<file path="src/rtl/cpu_io_pkg.sv">
`default_nettype none
// ============================================================================
//  Module      : cpu_io_pkg
//  Description : Shared types, constants and address-decode helper for the
//                Z80 I/O port dispatcher.
//  Revision    : 1.0 - initial release
// ============================================================================
package cpu_io_pkg;

    typedef enum logic [2:0] {
        IDLE  = 3'd0,
        REQ   = 3'd1,
        WAIT  = 3'd2,
        DRIVE = 3'd3,
        HOLD  = 3'd4
    } state_t;

    localparam logic [7:0] IDLE_DATA = 8'hFF;

    // Window match: only the address bits above the port field are compared.
    function automatic logic decode_hit(input logic [7:0] a, input logic [7:0] base, input int pb);
        return (a >> pb) == (base >> pb);
    endfunction

endpackage
`default_nettype wire

</file>
<file path="src/rtl/cpu_io_mux_if.sv">
`default_nettype none
// ============================================================================
//  Module      : cpu_io_mux_if
//  Description : CPU pin side and peripheral channel side of the I/O mux.
//  Revision    : 1.0 - initial release
// ============================================================================
interface cpu_io_mux_if #(
    parameter int NUM_CH    = 4,
    parameter int PORT_BITS = 2
);
    logic [7:0]           A;
    logic                 iorq_n;
    logic                 rd_n;
    logic                 wr_n;
    logic [7:0]           cd_in;
    logic [7:0]           cd_out;
    logic                 cd_oe;
    logic                 cs_n;
    logic [NUM_CH-1:0]    ch_req;
    logic                 ch_wr;
    logic [PORT_BITS-1:0] ch_port;
    logic [7:0]           ch_wdata;
    logic [NUM_CH-1:0]    ch_ack;
    logic [NUM_CH*8-1:0]  ch_rdata;
    logic                 timeout_err;

    modport master (
        output A, iorq_n, rd_n, wr_n, cd_in, ch_ack, ch_rdata,
        input  cd_out, cd_oe, cs_n, ch_req, ch_wr, ch_port, ch_wdata, timeout_err
    );

    modport slave (
        input  A, iorq_n, rd_n, wr_n, cd_in, ch_ack, ch_rdata,
        output cd_out, cd_oe, cs_n, ch_req, ch_wr, ch_port, ch_wdata, timeout_err
    );
endinterface
`default_nettype wire

</file>
<file path="src/rtl/bus_sync.sv">
`default_nettype none
// ============================================================================
//  Module      : bus_sync
//  Description : W-bit multi-flop synchroniser with registered level and
//                rise/fall pulses, all three aligned to the same edge.
//  Revision    : 1.0 - initial release
// ============================================================================
module bus_sync #(
    parameter int W      = 1,
    parameter int STAGES = 2
) (
    input  wire logic         clk,
    input  wire logic         reset,
    input  wire logic [W-1:0] i_d,
    output logic      [W-1:0] o_q,
    output logic      [W-1:0] o_rise,
    output logic      [W-1:0] o_fall
);
    logic [STAGES-1:0][W-1:0] r_pipe;
    logic [W-1:0]             r_q;
    logic [W-1:0]             r_rise;
    logic [W-1:0]             r_fall;

    always_ff @(posedge clk) begin
        if (reset) begin
            r_pipe <= '0;
            r_q    <= '0;
            r_rise <= '0;
            r_fall <= '0;
        end else begin
            r_pipe <= {r_pipe[STAGES-2:0], i_d};
            r_q    <= r_pipe[STAGES-1];
            r_rise <= r_pipe[STAGES-1] & ~r_q;
            r_fall <= ~r_pipe[STAGES-1] & r_q;
        end
    end

    assign o_q    = r_q;
    assign o_rise = r_rise;
    assign o_fall = r_fall;
endmodule
`default_nettype wire

</file>
<file path="src/rtl/cpu_io_mux.sv">
`default_nettype none
// ============================================================================
//  Module      : cpu_io_mux
//  Description : Z80 I/O port decoder/dispatcher: synchronises CPU strobes,
//                decodes NUM_CH port windows, issues one request per bus
//                cycle and returns read data with a bounded wait.
//  Revision    : 1.0 - initial release
// ============================================================================
module cpu_io_mux
    import cpu_io_pkg::*;
#(
    parameter int                       NUM_CH      = 4,
    parameter int                       PORT_BITS   = 2,
    parameter logic [NUM_CH-1:0][7:0]   BASE_ADDR   = {8'hA4, 8'hA0, 8'h9C, 8'h98},
    parameter int                       SYNC_STAGES = 2,
    parameter int                       TIMEOUT     = 15
) (
    input  wire logic   clk,
    input  wire logic   reset,
    cpu_io_mux_if.slave bus
);
    localparam int              c_tmr_w = $clog2(TIMEOUT + 1);
    localparam int              c_idx_w = (NUM_CH > 1) ? $clog2(NUM_CH) : 1;
    localparam logic [c_tmr_w-1:0] c_tmo = c_tmr_w'(TIMEOUT);

    // Bit 0 = read strobe, bit 1 = write strobe.
    logic [1:0] w_lvl, w_rise, w_fall, w_prev;
    logic       w_start;

    bus_sync #(.W(2), .STAGES(SYNC_STAGES)) u_sync (
        .clk    (clk),
        .reset  (reset),
        .i_d    ({~(bus.iorq_n | bus.wr_n), ~(bus.iorq_n | bus.rd_n)}),
        .o_q    (w_lvl),
        .o_rise (w_rise),
        .o_fall (w_fall)
    );

    // Reconstruct the previous level so the start edge is taken on rd^wr.
    assign w_prev  = (w_lvl & ~w_rise) | w_fall;
    assign w_start = (w_lvl[0] ^ w_lvl[1]) & ~(w_prev[0] ^ w_prev[1]);

    logic               w_hit;
    logic [c_idx_w-1:0] w_hit_idx;

    always_comb begin
        w_hit     = 1'b0;
        w_hit_idx = '0;
        for (int k = NUM_CH - 1; k >= 0; k--) begin
            if (decode_hit(bus.A, BASE_ADDR[k], PORT_BITS)) begin
                w_hit     = 1'b1;
                w_hit_idx = c_idx_w'(k);
            end
        end
    end

    state_t               r_state, w_next;
    logic [c_idx_w-1:0]   r_idx;
    logic                 r_wr;
    logic [PORT_BITS-1:0] r_port;
    logic [7:0]           r_wdata;
    logic [7:0]           r_cd_out;
    logic [c_tmr_w-1:0]   r_timer;
    logic                 r_err;
    logic                 w_ack;
    logic [7:0]           w_rdata;

    assign w_ack   = bus.ch_ack[r_idx];
    assign w_rdata = bus.ch_rdata[{r_idx, 3'b000} +: 8];

    always_ff @(posedge clk) begin
        if (reset) r_state <= IDLE;
        else       r_state <= w_next;
    end

    always_comb begin
        w_next = r_state;
        case (r_state)
            IDLE:    if (w_start && w_hit) w_next = REQ;
            REQ:     if (r_wr)             w_next = HOLD;
                     else if (!w_lvl[0])   w_next = IDLE;
                     else                  w_next = WAIT;
            WAIT:    if (!w_lvl[0])        w_next = IDLE;
                     else if (w_ack)       w_next = DRIVE;
                     else if (r_timer == c_tmo) w_next = DRIVE;
            DRIVE:   if (!w_lvl[0])        w_next = IDLE;
            HOLD:    if (!w_lvl[1])        w_next = IDLE;
            default:                       w_next = IDLE;
        endcase
    end

    always_ff @(posedge clk) begin
        if (reset) begin
            r_idx    <= '0;
            r_wr     <= 1'b0;
            r_port   <= '0;
            r_wdata  <= '0;
            r_cd_out <= '0;
            r_timer  <= '0;
            r_err    <= 1'b0;
        end else begin
            case (r_state)
                IDLE: if (w_start && w_hit) begin
                    r_idx   <= w_hit_idx;
                    r_wr    <= ~w_lvl[0];
                    r_port  <= bus.A[PORT_BITS-1:0];
                    r_wdata <= bus.cd_in;
                end
                REQ:  r_timer <= '0;
                WAIT: if (w_lvl[0]) begin
                    // Ack on the final timer cycle still beats the timeout.
                    if (w_ack) begin
                        r_cd_out <= w_rdata;
                    end else if (r_timer == c_tmo) begin
                        r_cd_out <= IDLE_DATA;
                        r_err    <= 1'b1;
                    end else begin
                        r_timer <= r_timer + 1'b1;
                    end
                end
                default: ;
            endcase
        end
    end

    logic [NUM_CH-1:0] w_req;
    logic              w_cd_oe;
    logic              w_cs_n;

    always_comb begin
        w_req = '0;
        if (r_state == REQ) w_req[r_idx] = 1'b1;
        w_cd_oe = (r_state == DRIVE);
        w_cs_n  = (r_state == IDLE);
    end

    assign bus.ch_req      = w_req;
    assign bus.ch_wr       = r_wr;
    assign bus.ch_port     = r_port;
    assign bus.ch_wdata    = r_wdata;
    assign bus.cd_out      = r_cd_out;
    assign bus.cd_oe       = w_cd_oe;
    assign bus.cs_n        = w_cs_n;
    assign bus.timeout_err = r_err;
endmodule
`default_nettype wire

</file>
<file path="src/flat_wrapper.sv">
// flat-port wrapper written by rule: the top's interface ports become plain ports
module cpu_io_mux_flat import cpu_io_pkg::*;
#(
    parameter int                       NUM_CH      = 4,
    parameter int                       PORT_BITS   = 2,
    parameter logic [NUM_CH-1:0][7:0]   BASE_ADDR   = {8'hA4, 8'hA0, 8'h9C, 8'h98},
    parameter int                       SYNC_STAGES = 2,
    parameter int                       TIMEOUT     = 15
)
  (clk, reset, bus_A, bus_iorq_n, bus_rd_n, bus_wr_n, bus_cd_in, bus_ch_ack, bus_ch_rdata, bus_cd_out, bus_cd_oe, bus_cs_n, bus_ch_req, bus_ch_wr, bus_ch_port, bus_ch_wdata, bus_timeout_err);
  cpu_io_mux_if #(.NUM_CH(NUM_CH), .PORT_BITS(PORT_BITS)) bus_i ();
  input  wire logic clk;
  input  wire logic reset;
  input wire logic [$bits(bus_i.A)-1:0] bus_A;
  input wire logic [$bits(bus_i.iorq_n)-1:0] bus_iorq_n;
  input wire logic [$bits(bus_i.rd_n)-1:0] bus_rd_n;
  input wire logic [$bits(bus_i.wr_n)-1:0] bus_wr_n;
  input wire logic [$bits(bus_i.cd_in)-1:0] bus_cd_in;
  input wire logic [$bits(bus_i.ch_ack)-1:0] bus_ch_ack;
  input wire logic [$bits(bus_i.ch_rdata)-1:0] bus_ch_rdata;
  output wire logic [$bits(bus_i.cd_out)-1:0] bus_cd_out;
  output wire logic [$bits(bus_i.cd_oe)-1:0] bus_cd_oe;
  output wire logic [$bits(bus_i.cs_n)-1:0] bus_cs_n;
  output wire logic [$bits(bus_i.ch_req)-1:0] bus_ch_req;
  output wire logic [$bits(bus_i.ch_wr)-1:0] bus_ch_wr;
  output wire logic [$bits(bus_i.ch_port)-1:0] bus_ch_port;
  output wire logic [$bits(bus_i.ch_wdata)-1:0] bus_ch_wdata;
  output wire logic [$bits(bus_i.timeout_err)-1:0] bus_timeout_err;
  assign bus_i.A = bus_A;
  assign bus_i.iorq_n = bus_iorq_n;
  assign bus_i.rd_n = bus_rd_n;
  assign bus_i.wr_n = bus_wr_n;
  assign bus_i.cd_in = bus_cd_in;
  assign bus_i.ch_ack = bus_ch_ack;
  assign bus_i.ch_rdata = bus_ch_rdata;
  assign bus_cd_out = bus_i.cd_out;
  assign bus_cd_oe = bus_i.cd_oe;
  assign bus_cs_n = bus_i.cs_n;
  assign bus_ch_req = bus_i.ch_req;
  assign bus_ch_wr = bus_i.ch_wr;
  assign bus_ch_port = bus_i.ch_port;
  assign bus_ch_wdata = bus_i.ch_wdata;
  assign bus_timeout_err = bus_i.timeout_err;
  cpu_io_mux #(.NUM_CH(NUM_CH), .PORT_BITS(PORT_BITS), .BASE_ADDR(BASE_ADDR), .SYNC_STAGES(SYNC_STAGES), .TIMEOUT(TIMEOUT)) u_core (.clk(clk), .reset(reset), .bus(bus_i));
endmodule
</file>
<file path="config.mk">
export PLATFORM = sky130hd
export DESIGN_NAME = cpu_io_mux_flat
export DESIGN_NICKNAME = d
export VERILOG_FILES = /design/src/rtl/cpu_io_pkg.sv /design/src/rtl/cpu_io_mux_if.sv /design/src/rtl/bus_sync.sv /design/src/rtl/cpu_io_mux.sv /design/src/flat_wrapper.sv
export SDC_FILE = /design/constraint.sdc
export NUM_CORES = 1
export LEC_CHECK = 0
export CAP_MARGIN = 10
export CORE_AREA = 10 10 79 81
export DETAILED_ROUTE_END_ITERATION = 16
export DIE_AREA = 0 0 89 91
export PLACE_DENSITY = 0.87
export SETUP_SLACK_MARGIN = 0.3
export SLEW_MARGIN = 25
export SYNTH_ARGS = -nofsm -noshare
export SYNTH_HDL_FRONTEND = slang
export SYNTH_SLANG_ARGS = --single-unit
</file>
<file path="constraint.sdc">
create_clock -name clk -period 2.65 [get_ports clk]
set_input_delay 0.53 -clock clk [delete_from_list [all_inputs] [get_ports clk]]
set_output_delay 0.53 -clock clk [all_outputs]
set_load 0.01 [all_outputs]
</file>
==> metrics.md <==
| Metric | Value |
|---|---|
| CP Buf/Inv Count | 2 |
| Port bufs | 82 |
| Pwr/cell area | 389.6 nW/um^2 |
| Sequential share of the synthesized area | 42.33% |
| Min-Delay Path Class | reg -> reg |
| Yosys warning total | 0 |
| Slowest library cell on the worst path | clkdlybuf4s50_1 |
| Reg-to-Reg Start | u_core.r_idx[0] |
| Total number of H-tree levels | 2 |
| Final hold vios | 0 |
| Root Buffer | clkbuf_8 |
| DR WL/cell | 16.00 um |
| Max-cap violation count | 0 |
| Vias per Instance | 5.074 |
| Minimum clock period | 2249 ps |
| Share of layout cells above drive strength 1 | 13.18% |
| Clock slew at reported path FFs | 70 ps |
| 1st-iter DRT viols | 80 |
| Critical Path Max Stage Delay | 460 ps |
| DP Worst Slack | 44.89 ps |
| Finished Layout Cells | 312 |
| Num rows | 25 |
| FF/Latch Area | 788.3 sq um |
| Final setup margin | 400.6 ps |
| Global route total overflow | 0 |
| I/O Pins | 83 |
| Die height | 91 um |
| GPL Wtd Cong | 0.7793 |
| Ys async rst share | 0% |
| Hold Buf Count CTS | 0 |
| Power Total | 1.094 mW |
| Yosys top cell area share | 42.33% |
| Fillers | 394 |
| Clk sink count | 39 |
| Register bit total from synthesis | 39 |
| P_leak | 1.002 nW |
| Critical path data arrival time | 2460 ps |
| Placed Area | 2693 sq um |
| Placed insts | 302 |
| Worst hold margin | 414.6 ps |
| R2r setup slk | 760 ps |
| Synthesized instance count | 173 |
| Worst EP required | 2860 ps |
| Worst Hold Launch | u_core.u_sync.r_pipe[3] |
| CTS tree | built |
| Total GRT Usage | 12.18% |
| # diodes | 0 |
| TritonCTS Buffers | 5 |
| Initial antenna violation count | 0 |
| Tightest Pin Transition | 879.4 ps |
| Endpoint type of the worst setup path | register |
| Slew Limit Fails | 0 |
| Die Wd | 89 um |
| Tcrit/Tclk final | 84.88% |
| Starting Density | 39.57% |
| Design area | 2809 sq um |
| Area Growth Syn to Fin | 52.31% |
| Synth area leader | dfxtp_1 |
| NumNets Final | 315 |
| Routed vias | 1583 |
| Synth Flop Type | dfxtp_1 |
| Clock Skew | 3.965 ps |
| Rel. slew slack | 41.31% |
| RSZ-0062 raised after global routing | false |
| Startpoint Class | primary input |
| Fin Setup TNS | 0 ps |
| Max Root-Sink Buffers | 2 |
| Util after Layout | 60.27% |
| Syn Nets | 231 |
| Total core area | 4661 sq um |
| Worst setup path category | in -> reg |
| Maximum fanout along the worst path | 8 |
| Clk_lat worst skew | 280 ps |
| Max Freq | 0.4446 GHz |
| Largest net degree at the start of global routing | 32 |
| Crit path max-delay family | simple AND/OR/NAND/NOR gates |
| Worst path cell trace | clkdlybuf4s50_1, or3b_4, a2111oi_4, and4_4, buf_4, mux2i_1 |
| Average size of a mapped cell | 10.66 sq um |
| Final wirelength | 4.992 mm |
| Routed Antenna Nets | 0 |
| First-pass GRT wire length | 7.990 mm |
| Final setup fails | 0 |
| Final HPWL DP | 4.110 mm |
| Vias in the first global route | 1685 |
| Status | complete, no violations |
| Drt drc | 0 |
| CP Launch Point | bus_A[5] |
| Die ar. | 8099 sq um |
| Cell Area, Synth | 1844 sq um |
| Distinct cells, synth | 38 |
| VDD IR max | 0.3138 mV |
| DR pass1 iterations | 4 |
| Top post-synthesis cells by area | dfxtp_1 (42%), mux4_2 (11%), mux2i_1 (6.0%) |
| Area of the multi-input gates | 978.4 sq um |
| Post-synth EDFFs | 0 |
-- cells in the final DEF (no fill, tap or decap), drive strengths merged, types with 2 or more instances in the layout --
| cell type | synthesis | routed |
|---|---|---|
| clkdlybuf4s50 | 0 | 80 |
| mux2 | 2 | 2 |
| inv | 4 | 4 |
| and3b | 2 | 2 |
| nor4 | 2 | 2 |
| o221a | 8 | 8 |
| clkbuf | 7 | 6 |
| nor3 | 9 | 9 |
| and3 | 2 | 2 |
| mux4 | 9 | 9 |
| mux2i | 11 | 11 |
| nand2 | 25 | 25 |
| dfxtp | 39 | 39 |
| a2111oi | 2 | 2 |
| nor2b | 10 | 10 |
| nor2 | 9 | 9 |
| nand2b | 3 | 3 |
| a21oi | 3 | 3 |
| nor3b | 4 | 4 |
| xnor2 | 4 | 4 |
| buf | 5 | 7 |
-- where the power goes --
group / internal (mW) / switching (mW) / total (mW) / leakage, nW
combinational: 0.0912 / 0.0352 / 0.126 / 0.644
sequential: 0.588 / 0.00195 / 0.590 / 0.317
clock: 0.184 / 0.194 / 0.378 / 0.0412
-- area by class of cell --
type / instances / area share, %
clock inverters: 2 / 0.4454
flip-flops and latches: 39 / 28.06
multi-input cells: 118 / 34.83
clock buffers: 6 / 2.584
well taps: 54 / 2.405
inverters: 4 / 0.5345
repair buffers: 89 / 31.14
-- cells in the mapped netlist (all sizes together), types with 4 or more instances --
master and n:
nand2 25, nor3b 4, mux4 9, mux2i 11
buf 5, inv 4, o221a 8, xnor2 4
nor3 9, dfxtp 39, nor2 9, nor2b 10
clkbuf 7
-- per-layer routing --
metal,up-vias,routed length (um),global-route usage [%]
met5,-,0,0
met4,0,26,2.387
met2,50,2612,22.70
met1,742,1995,12.25
li1,786,-,-
met3,5,357,4.915
-- repair_timing --
action                                  4_1_cts  5_1_grt
setup buffers                                 0        2
endpoints found under the setup margin        4        9
pin swaps                                     0        0
gates resized for setup                       3        7
-- state kept, by name (all words and copies together), names as in the netlist --
signal	count
u_core.r_timer	4
u_core.bus.ch_port	2
u_core.bus.timeout_err	1
u_core.u_sync.r_pipe	4
u_core.bus.cd_out	8
u_core.bus.ch_wdata	8
u_core.u_sync.o_q	2
u_core.bus.ch_wr	1
u_core.u_sync.o_rise	2
u_core.r_state	3
u_core.r_idx	2
u_core.u_sync.o_fall	2
-- cell families (layout without fill, tap and decap cells) --
group           after synthesis  count (layout)  synth area share [%]
buf+inv                      16             101                 5.020
xor+xnor                      4               4                 1.899
flops                        39              39                 42.33
compound gates               16              16                 8.888
mux                          22              22                 18.18
simple gates                 75              75                 23.00
fa+ha+maj                     1               1                0.6783
-- path summary, 6_finish.rpt --
path / cells past startpoint / to
min: 1 / u_core.u_sync.o_fall[1]
max: 6 / u_core.bus.ch_port[0]
max reg2reg: 4 / u_core.bus.cd_out[3]
min reg2reg: 1 / u_core.u_sync.o_fall[1]
(Power assumes the default switching activity.)
